--- config.mk ---
export PLATFORM = sky130hd
export DESIGN_NAME = mem_arbiter
export DESIGN_NICKNAME = d
export VERILOG_FILES = /design/src/rtl/mem_arbiter.sv
export SDC_FILE = /design/constraint.sdc
export NUM_CORES = 1
export LEC_CHECK = 0
export BUFFER_PORTS_ARGS = -buffer_cell sky130_fd_sc_hd__buf_2
export CORE_AREA = 2 2 182 184
export DETAILED_ROUTE_END_ITERATION = 7
export DIE_AREA = 0 0 184 186
export PLACE_DENSITY = 0.66
export RECOVER_POWER = 100
export SETUP_SLACK_MARGIN = 0.2
export SYNTH_ARGS = -nofsm -noshare
export SYNTH_HDL_FRONTEND = slang
export SYNTH_SLANG_ARGS = --single-unit
--- constraint.sdc ---
create_clock -name clk -period 1.67 [get_ports clk]
set_input_delay 0.334 -clock clk [delete_from_list [all_inputs] [get_ports clk]]
set_output_delay 0.334 -clock clk [all_outputs]
set_load 0.01 [all_outputs]
--- src/rtl/mem_arbiter.sv ---
// Arbitrates the MIPS fetch and data ports onto one multi-cycle backing-memory port.
// Data wins by default; after MAXD back-to-back data grants a waiting fetch is served next.
module mem_arbiter #(
    parameter int N       = 64,
    parameter int MAXD    = 4,
    parameter int TIMEOUT = 255
) (
    input  logic         clk,
    input  logic         reset,
    input  logic         ireq,
    input  logic [31:0]  iadr,
    output logic         idone,
    output logic [31:0]  irdata,
    input  logic         dreq,
    input  logic [1:0]   dwe,
    input  logic         dword,
    input  logic [N-1:0] dadr,
    input  logic [N-1:0] dwdata,
    output logic         ddone,
    output logic [N-1:0] drdata,
    output logic         mem_req,
    output logic [1:0]   mem_we,
    output logic         mem_dword,
    output logic [N-1:0] mem_adr,
    output logic [N-1:0] mem_wdata,
    input  logic         mem_ack,
    input  logic [N-1:0] mem_rdata,
    output logic         ready,
    output logic         err
);
    localparam int DW = $clog2(MAXD + 1);

    typedef enum logic [1:0] {IDLE, IBUSY, DBUSY, DONE} state_t;

    state_t        state;
    logic [DW-1:0] dcnt;
    logic [7:0]    tcnt;
    logic          dgrant;
    logic          timeout_hit;
    logic [N-1:0]  rdata_sized;

    always_comb begin
        dgrant      = dreq && (!ireq || (dcnt < DW'(MAXD)));
        timeout_hit = (tcnt == 8'(TIMEOUT - 1));
        rdata_sized = mem_dword ? mem_rdata : {{(N-32){1'b0}}, mem_rdata[31:0]};
        ready       = ~((ireq & ~idone) | (dreq & ~ddone));
    end

    always_ff @(posedge clk) begin
        if (reset) begin
            state     <= IDLE;
            idone     <= 1'b0;
            ddone     <= 1'b0;
            irdata    <= '0;
            drdata    <= '0;
            mem_req   <= 1'b0;
            mem_we    <= '0;
            mem_dword <= 1'b0;
            mem_adr   <= '0;
            mem_wdata <= '0;
            err       <= 1'b0;
            dcnt      <= '0;
            tcnt      <= '0;
        end else begin
            idone <= 1'b0;
            ddone <= 1'b0;
            case (state)
                IDLE: begin
                    tcnt <= '0;
                    if (dgrant) begin
                        state     <= DBUSY;
                        mem_req   <= 1'b1;
                        mem_we    <= dwe;
                        // word writes are 32-bit; dword writes are always 64-bit
                        mem_dword <= dwe[1] | ((dwe == 2'b00) & dword);
                        mem_adr   <= dadr;
                        mem_wdata <= dwdata;
                        dcnt      <= ireq ? dcnt + 1'b1 : '0;
                    end else if (ireq) begin
                        state     <= IBUSY;
                        mem_req   <= 1'b1;
                        mem_we    <= 2'b00;
                        mem_dword <= 1'b0;
                        mem_adr   <= {{(N-32){1'b0}}, iadr};
                        mem_wdata <= dwdata;
                        dcnt      <= '0;
                    end else begin
                        dcnt <= '0;
                    end
                end
                IBUSY, DBUSY: begin
                    if (mem_ack || timeout_hit) begin
                        state   <= DONE;
                        mem_req <= 1'b0;
                        err     <= err | ~mem_ack;
                        // an expired access returns zero rather than stale bus data
                        if (state == IBUSY) begin
                            idone  <= 1'b1;
                            irdata <= mem_ack ? mem_rdata[31:0] : '0;
                        end else begin
                            ddone  <= 1'b1;
                            drdata <= mem_ack ? rdata_sized : '0;
                        end
                    end else begin
                        tcnt <= tcnt + 8'd1;
                    end
                end
                DONE: begin
                    state <= IDLE;
                end
                default: begin
                    state   <= IDLE;
                    mem_req <= 1'b0;
                end
            endcase
        end
    end
endmodule

==> results.toml, run 1 <==
[cts]
clockBufferDepth = 3
cts_root_buf = "clkbuf_16"
cts_tree = "done"
cts.sinks = 244
clock_latency_ns = 0.54
cts_max_level = 1
cts.clk_slew.worst_paths_ns = 0.06
cts_made_buffers = 27

[worst_setup_path]
critical_path_class = "reg2reg"
end_kind = "flip-flop"
cp_cell_sequence = "inv_2 > ha_4 > nand2_4 > nor2_4 > buf_6 > buf_8 > clkbuf_16 > a21oi_1 > a211oi_1"
slowest_stage = "dfxtp_2"
worstPathArrival_ns = 2.28
start_kind = "flip-flop"
worstSetupStartpoint = "state[0]"
slowest_delay_ns = 0.36
critPathMaxFanout = 6
reg2reg_from = "state[0]"
regToRegSetupSlack_ns = -0.16
worstPathRequired_ns = 2.11

[synth]
async_flop_share_pct = 0
postSynthNetCount = 1257
yosys_warnings = 0
synth_area_leaders = "dfxtp_1, a21oi_1, nand2_1"
synth_cells = 1020
ys_seq_area_share_pct = 53.49
ys_ff_latch = 244
synth.distinct_cells = 45
synth_area_leader_cell = "dfxtp_1"
syn_area_um2 = 9133
syn_area_per_cell_um2 = 8.953
synth_top_area_share_pct = 53.49
synth_edf_count = 0
synthFlopType = "dfxtp_1"

[placement]
port_buffers = 463
dpl.hpwl_um = 21060
place_congestion = 0.8001
dp_slack_ns = 0.002719
placed_cells = 1845

[pwr]
cellInternalPower_w = 0.01695
p_clk_share_pct = 21.3
peakVddDrop_uv = 1066
power.switching_w = 0.01067
swShare_pct = 38.64
seqPwrFrac_pct = 27.4
p_leak_nw = 7.680
report.power.total_w = 0.02762
power_frac_comb_pct = 51.3
p_per_area_nw_per_um2 = 1625

[global_route]
grt_pass1_wl_um = 51450
grt_overflow_total = 0
gr-usage-all-layers_pct = 18.64
antenna_found_initial = 5
grt_max_degree = 96
grt_pass1_vias = 9522

[route]
drt_iter0_markers = 624
route.detailed.drc = 0
avgRoutedWirePerCell_um = 20.00
routed_wirelength_um = 40410
first_pass_iters = 5
vias = 10440
via_per_inst = 5.166
antenna_violating_nets_post_route = 0

[sta]
skew_ns = 0.01502
slew_viol_final = 0
final.min_clock_period_ns = 1.834
slew_headroom_pct = 59.30
setup_viol = 72
fin_tns_setup_ns = -2.028
rsz0062_at_grt = "yes"
worst_pin_slew_ns = 0.6106
hold_viol = 0
setup_slack_ns = -0.1642
fmax_mhz = 545.2
finalCritPeriodShare_pct = 109.8

[floorplan]
coreArea_um2 = 32210
initial_core_util_pct = 28.36
pin_count = 464
dieArea_um2 = 34220
die_h_um = 186
rows = 66
die_w_um = 184

[finish]
nets = 1823
area.growth.synth_to_final_pct = 86.16
drive_gt1_share_pct = 60.17
fin_util_pct = 52.79
fin_cells = 2020
fillers = 2662

[min_path]
hold_start = "mem_rdata[61]"
hp-class = "in2reg"

[flow_run]
maxCapViolCount = 0

[status]
violations = "setup timing"
status = "finished with violations"
## through the flow
step	hold slack (ns)	instance area [um^2]
6_report	0.02822	17000
5_1_grt	0.02345	17000
4_1_cts	0.0003024	14940
3_5_place_dp	0.4446	12300
3_3_place_gp	0.4389	12300
2_1_floorplan	0.4500	9310
## metal layers
| layer | GRT usage (%) | up-vias | part of all wire [%] |
|---|---|---|---|
| met5 | 0 | - | 0 |
| met4 | 7.136 | 0 | 3.4 |
| met3 | 4.050 | 98 | 6.8 |
| met2 | 32.17 | 520 | 50 |
| met1 | 22.68 | 5029 | 40 |
| li1 | - | 4789 | - |
## cell families (layout without fill, tap and decap cells)
logic type               Yosys count  after routing  synth area share (%)
AO/OA/AOI/OAI                    357            357                 25.06
adder cells (fa/ha/maj)            5              5                0.6850
buffers and inverters            101            688                 4.631
flip-flops                       244            244                 53.49
multiplexers                      35             35                 3.877
other                              0              5                     0
AND/OR/NAND/NOR                  278            278                 12.26
## worst max-delay path, delay by kind of cell, from the launching register on
| family | cells | cell delay, ns |
|---|---|---|
| adder cells (fa/ha/maj) | 1 | 0.30 |
| AND/OR/NAND/NOR | 2 | 0.20 |
| flip-flops | 1 | 0.36 |
| AO/OA/AOI/OAI | 2 | 0.36 |
| buffers and inverters | 4 | 0.50 |
## synth_stat cells, types with 3 or more instances
cell type	instances
clkbuf_1	68
mux2_2	3
dfxtp_1	244
a22o_1	32
nor2_1	77
a211oi_1	65
nor2b_1	3
nand2b_1	5
a21oi_1	169
o21ai_0	6
o31ai_1	33
nand3_1	4
and2_1	3
nand2_1	172
mux2i_1	32
inv_1	7
buf_2	20
nand4_1	3
a22oi_1	35
ha_1	5
## power by group through the flow
stage | clock, W | sequential (W) | combinational, W
after global routing | 0.00621 | 0.00766 | 0.0149
after floorplan | 0 | 0.00789 | 0.00382
final | 0.00587 | 0.00757 | 0.0142
after detailed placement | 0 | 0.00745 | 0.00741
after CTS | 0.00598 | 0.00736 | 0.0103
after global placement | 0 | 0.00743 | 0.00729
## area by class of cell
cell class / count / area (um^2) / share of cell area, %
tap: 408 / 510.5 / 3.003
inverter: 9 / 47.55 / 0.2797
clock inverter: 13 / 82.58 / 0.4857
sequential: 244 / 4897 / 28.80
antenna: 5 / 12.51 / 0.07359
clock buffer: 37 / 793.3 / 4.666
multi-input combinational: 675 / 5756 / 33.85
timing repair buffer: 629 / 4902 / 28.83
## worst paths after layout
| path | end | cells after the start |
|---|---|---|
| max | drdata[25] | 9 |
| min | drdata[61] | 2 |
| max reg2reg | drdata[25] | 9 |
| min reg2reg | mem_wdata[10] | 2 |
## state kept, by name, indices dropped and copies added, names as in the netlist, 2 cells and up
| signal | cells |
|---|---|
| tcnt | 8 |
| dcnt | 3 |
| irdata | 32 |
| state | 2 |
| mem_adr | 64 |
| mem_we | 2 |
| drdata | 64 |
| mem_wdata | 64 |
## placed cells by master, fill, tap and decap left out, drive strengths merged, types with 2 or more instances in the layout
cell	instances
ha	5
nand2b	5
and3	2
nor2b	3
nor3	2
inv	11
clkinv	10
nor2	77
a22oi	35
clkbuf	57
o311ai	2
nand4	3
a211oi	65
o21ai	7
a21boi	2
mux2	3
o31ai	33
o211ai	2
nand2	172
dfxtp	244
and2	3
a21oi	170
or4	2
buf	576
nand3	4
diode	5
dlygate4sd3	33
nand4b	2
a31oi	2
a22o	32
mux2i	32
## what timing repair did
item,CTS,global route
setup endpoints to repair,165,241
gates cloned,17,25
hold buffers,33,0
gates resized for setup,162,320
pin swaps,77,209
endpoints found under the hold margin,33,0
setup buffers,33,12
Note: power is estimated with default switching activity, not from simulation.
==> inputs of run 2 (changes only) <==
Settings changed: ABC_AREA from default to 1, CORE_AREA 2 2 182 184 to 2 2 181 183, CTS_BUF_LIST from default to sky130_fd_sc_hd__clkbuf_8, DIE_AREA 0 0 184 186 to 0 0 183 185, PLACE_DENSITY 0.66 to 0.68.
==> results.toml, run 2 <==
[min_path]
hold_path_depth = 3
hold_end = "mem_wdata[27]"
hold_start = "dwdata[27]"
hp-class = "in2reg"

[synth]
synth_cells = 1237
async_flop_share_pct = 0
ys_ff_latch = 244
synth_area_leaders = "dfxtp_1, nand2_1, a21oi_1"
synth_top_area_share_pct = 51.38
ys_seq_area_share_pct = 51.38
synth_area_leader_cell = "dfxtp_1"
yosysMostFrequentCell = "nand2_1"
postSynthNetCount = 1474
synth_edf_count = 0
synthFlopType = "dfxtp_1"
yosys_warnings = 0
synth_commonest_cells = "nand2_1, dfxtp_1, nor2_1, a21oi_1, o21ai_0"
syn_area_per_cell_um2 = 7.686
synth.distinct_cells = 32
syn_area_um2 = 9508

[finish]
drive_gt1_share_pct = 35.54
mostFrequentLayoutCell = "nand2_1"
nets = 2065
mostFrequentLayoutCells = "nand2_1, buf_2, dfxtp_1"
diodes = 0
area.growth.synth_to_final_pct = 67.40
fillers = 3028
top_regs = "drdata: 64 flops, mem_adr: 64 flops, mem_wdata: 64 flops"

[worst_setup_path]
crit_buf_inv = 5
reg2reg_to = "drdata[16]"
worstPathArrival_ns = 2.06
crit_family = "buffers and inverters"
start_kind = "flip-flop"
critPathMaxFanout = 6
end_kind = "flip-flop"
worstPathRequired_ns = 2.07
slowest_stage = "dfxtp_2"
cp_cell_sequence = "inv_2 > ha_4 > inv_2 > nor2_4 > nand2_2 > nand2_4 > nand3b_1 > buf_6 > buf_12 > buf_16 > nand2_2 > a21oi_2"
reg2reg_from = "tcnt[0]"
regToRegSetupSlack_ns = 0.02
slowest_delay_ns = 0.33
rr_worst_depth = 12
critical_path_class = "reg2reg"
worstSetupStartpoint = "tcnt[0]"

[pwr]
p_leak_nw = 6.707
p_clk_share_pct = 24.8
report.power.total_w = 0.02337
power.switching_w = 0.008679
seqPwrFrac_pct = 32.3
swShare_pct = 37.14
power_frac_comb_pct = 42.9
cellInternalPower_w = 0.01469
p_per_area_nw_per_um2 = 1468
peakVddDrop_uv = 956.0

[sta]
worst_pin_slew_ns = 0.6220
skew_ns = 0.01364
hold_viol = 0
slew_headroom_pct = 58.53
slew_viol_final = 0
final.min_clock_period_ns = 1.654
rsz0062_at_grt = "yes"
fmax_mhz = 604.6
setup_slack_ns = 0.01597
setup_viol = 0
finalCritPeriodShare_pct = 99.04

[route]
avgRoutedWirePerCell_um = 17.77
drt_iter0_markers = 556
first_pass_iters = 5
via_per_inst = 4.920
routed_wirelength_um = 40300
route.detailed.drc = 0
antenna_violating_nets_post_route = 0
vias = 11160

[cts]
cts_made_buffers = 43
cts_tree = "done"
cts.sinks = 244
clockBufferDepth = 3
cts_max_level = 2
clock_latency_ns = 0.55
cts.clk_slew.worst_paths_ns = 0.07
cts_root_buf = "clkbuf_8"

[floorplan]
die_w_um = 183
rows = 66
initial_core_util_pct = 29.67
coreArea_um2 = 32040
die_h_um = 185
pin_count = 464
dieArea_um2 = 33860

[global_route]
grt_max_degree = 109
antenna_found_initial = 0
gr-usage-all-layers_pct = 19.77
use_met3_pct = 5.269
grt_overflow_total = 0
grtUsageMet2_pct = 35.39
grt_pass1_vias = 10580
busiest_layer = "met2"
grt_pass1_wl_um = 53800
grt_use_met1_pct = 22.04

[status]
status = "completed"

[placement]
dp_slack_ns = 0.01759
port_buffers = 463
place_congestion = 0.7955
dpl.hpwl_um = 22160

[flow_run]
maxCapViolCount = 0
==> run 2: how the worst max path moves through the flow <==
stage / end / slack (ns) / cells past startpoint
after floorplan: drdata[33] / 0.21 / 11
after global placement: tcnt[2] / 0.07 / 8
after detailed placement: tcnt[7] / 0.02 / 7
after CTS: ready / 0.05 / 3
after global routing: drdata[16] / -0.05 / 10
final: drdata[16] / 0.02 / 12
==> run 2: worst min-delay path: cells and delay by family <==
family / cells / cell delay, ns
AND/OR/NAND/NOR: 2 / 0.10
buffers and inverters: 1 / 0.09
==> run 2: cell families (layout without fill, tap and decap cells) <==
kind of cell,Yosys count,count (layout),share of synthesized area [%]
adders and majority gates,5,5,0.6580
and+or+nand+nor,553,554,24.03
buffers and inverters,151,773,7.211
AOI/OAI and AO/OA,284,284,16.73
DFF,244,244,51.38
==> run 2: cell type report <==
class                      instances  area, um^2  area share [%]
timing repair buffer             639        4609           28.96
tap                              408       510.5           3.207
inverter                          57       242.7           1.525
clock buffer                      58       798.3           5.015
sequential                       244        4897           30.77
multi-input combinational        843        4746           29.82
clock inverter                    19       112.6          0.7075
==> run 2: what timing repair did <==
action                                  in CTS  in global routing
hold endpoints to repair                    67                  3
gates cloned                                11                 28
pin swaps                                    5                100
setup buffers                               17                 16
hold buffers                                67                  3
resized for setup                           65                306
endpoints found under the setup margin     238                230
==> run 2: per-layer routing <==
metal | part of all wire, % | routed length (um)
met2 | 51 | 20370
met3 | 8.1 | 3267
met4 | 3.7 | 1510
met5 | 0 | 0
met1 | 38 | 15150
==> run 2: power by group through the flow <==
stage | logic (W) | clock network [W] | registers (W)
final | 0.0100 | 0.00580 | 0.00754
after CTS | 0.00734 | 0.00593 | 0.00730
after detailed placement | 0.00578 | 0 | 0.00738
after global routing | 0.0106 | 0.00622 | 0.00764
after global placement | 0.00570 | 0 | 0.00736
after floorplan | 0.00308 | 0 | 0.00779
==> run 2: through the flow <==
step                hold WS [ns]  utilization, %  instances  TNS [ns]  cell area, um^2
floorplan                 0.4437               -       1237         0             9543
global placement          0.4379           38.49       2049         0            12330
detailed placement        0.4496           38.49       2049         0            12330
CTS                    0.0008765           45.50       2221         0            14580
global route            -0.01142           49.68       2268    -1.099            15920
finish                   0.01885           49.68       2268         0            15920
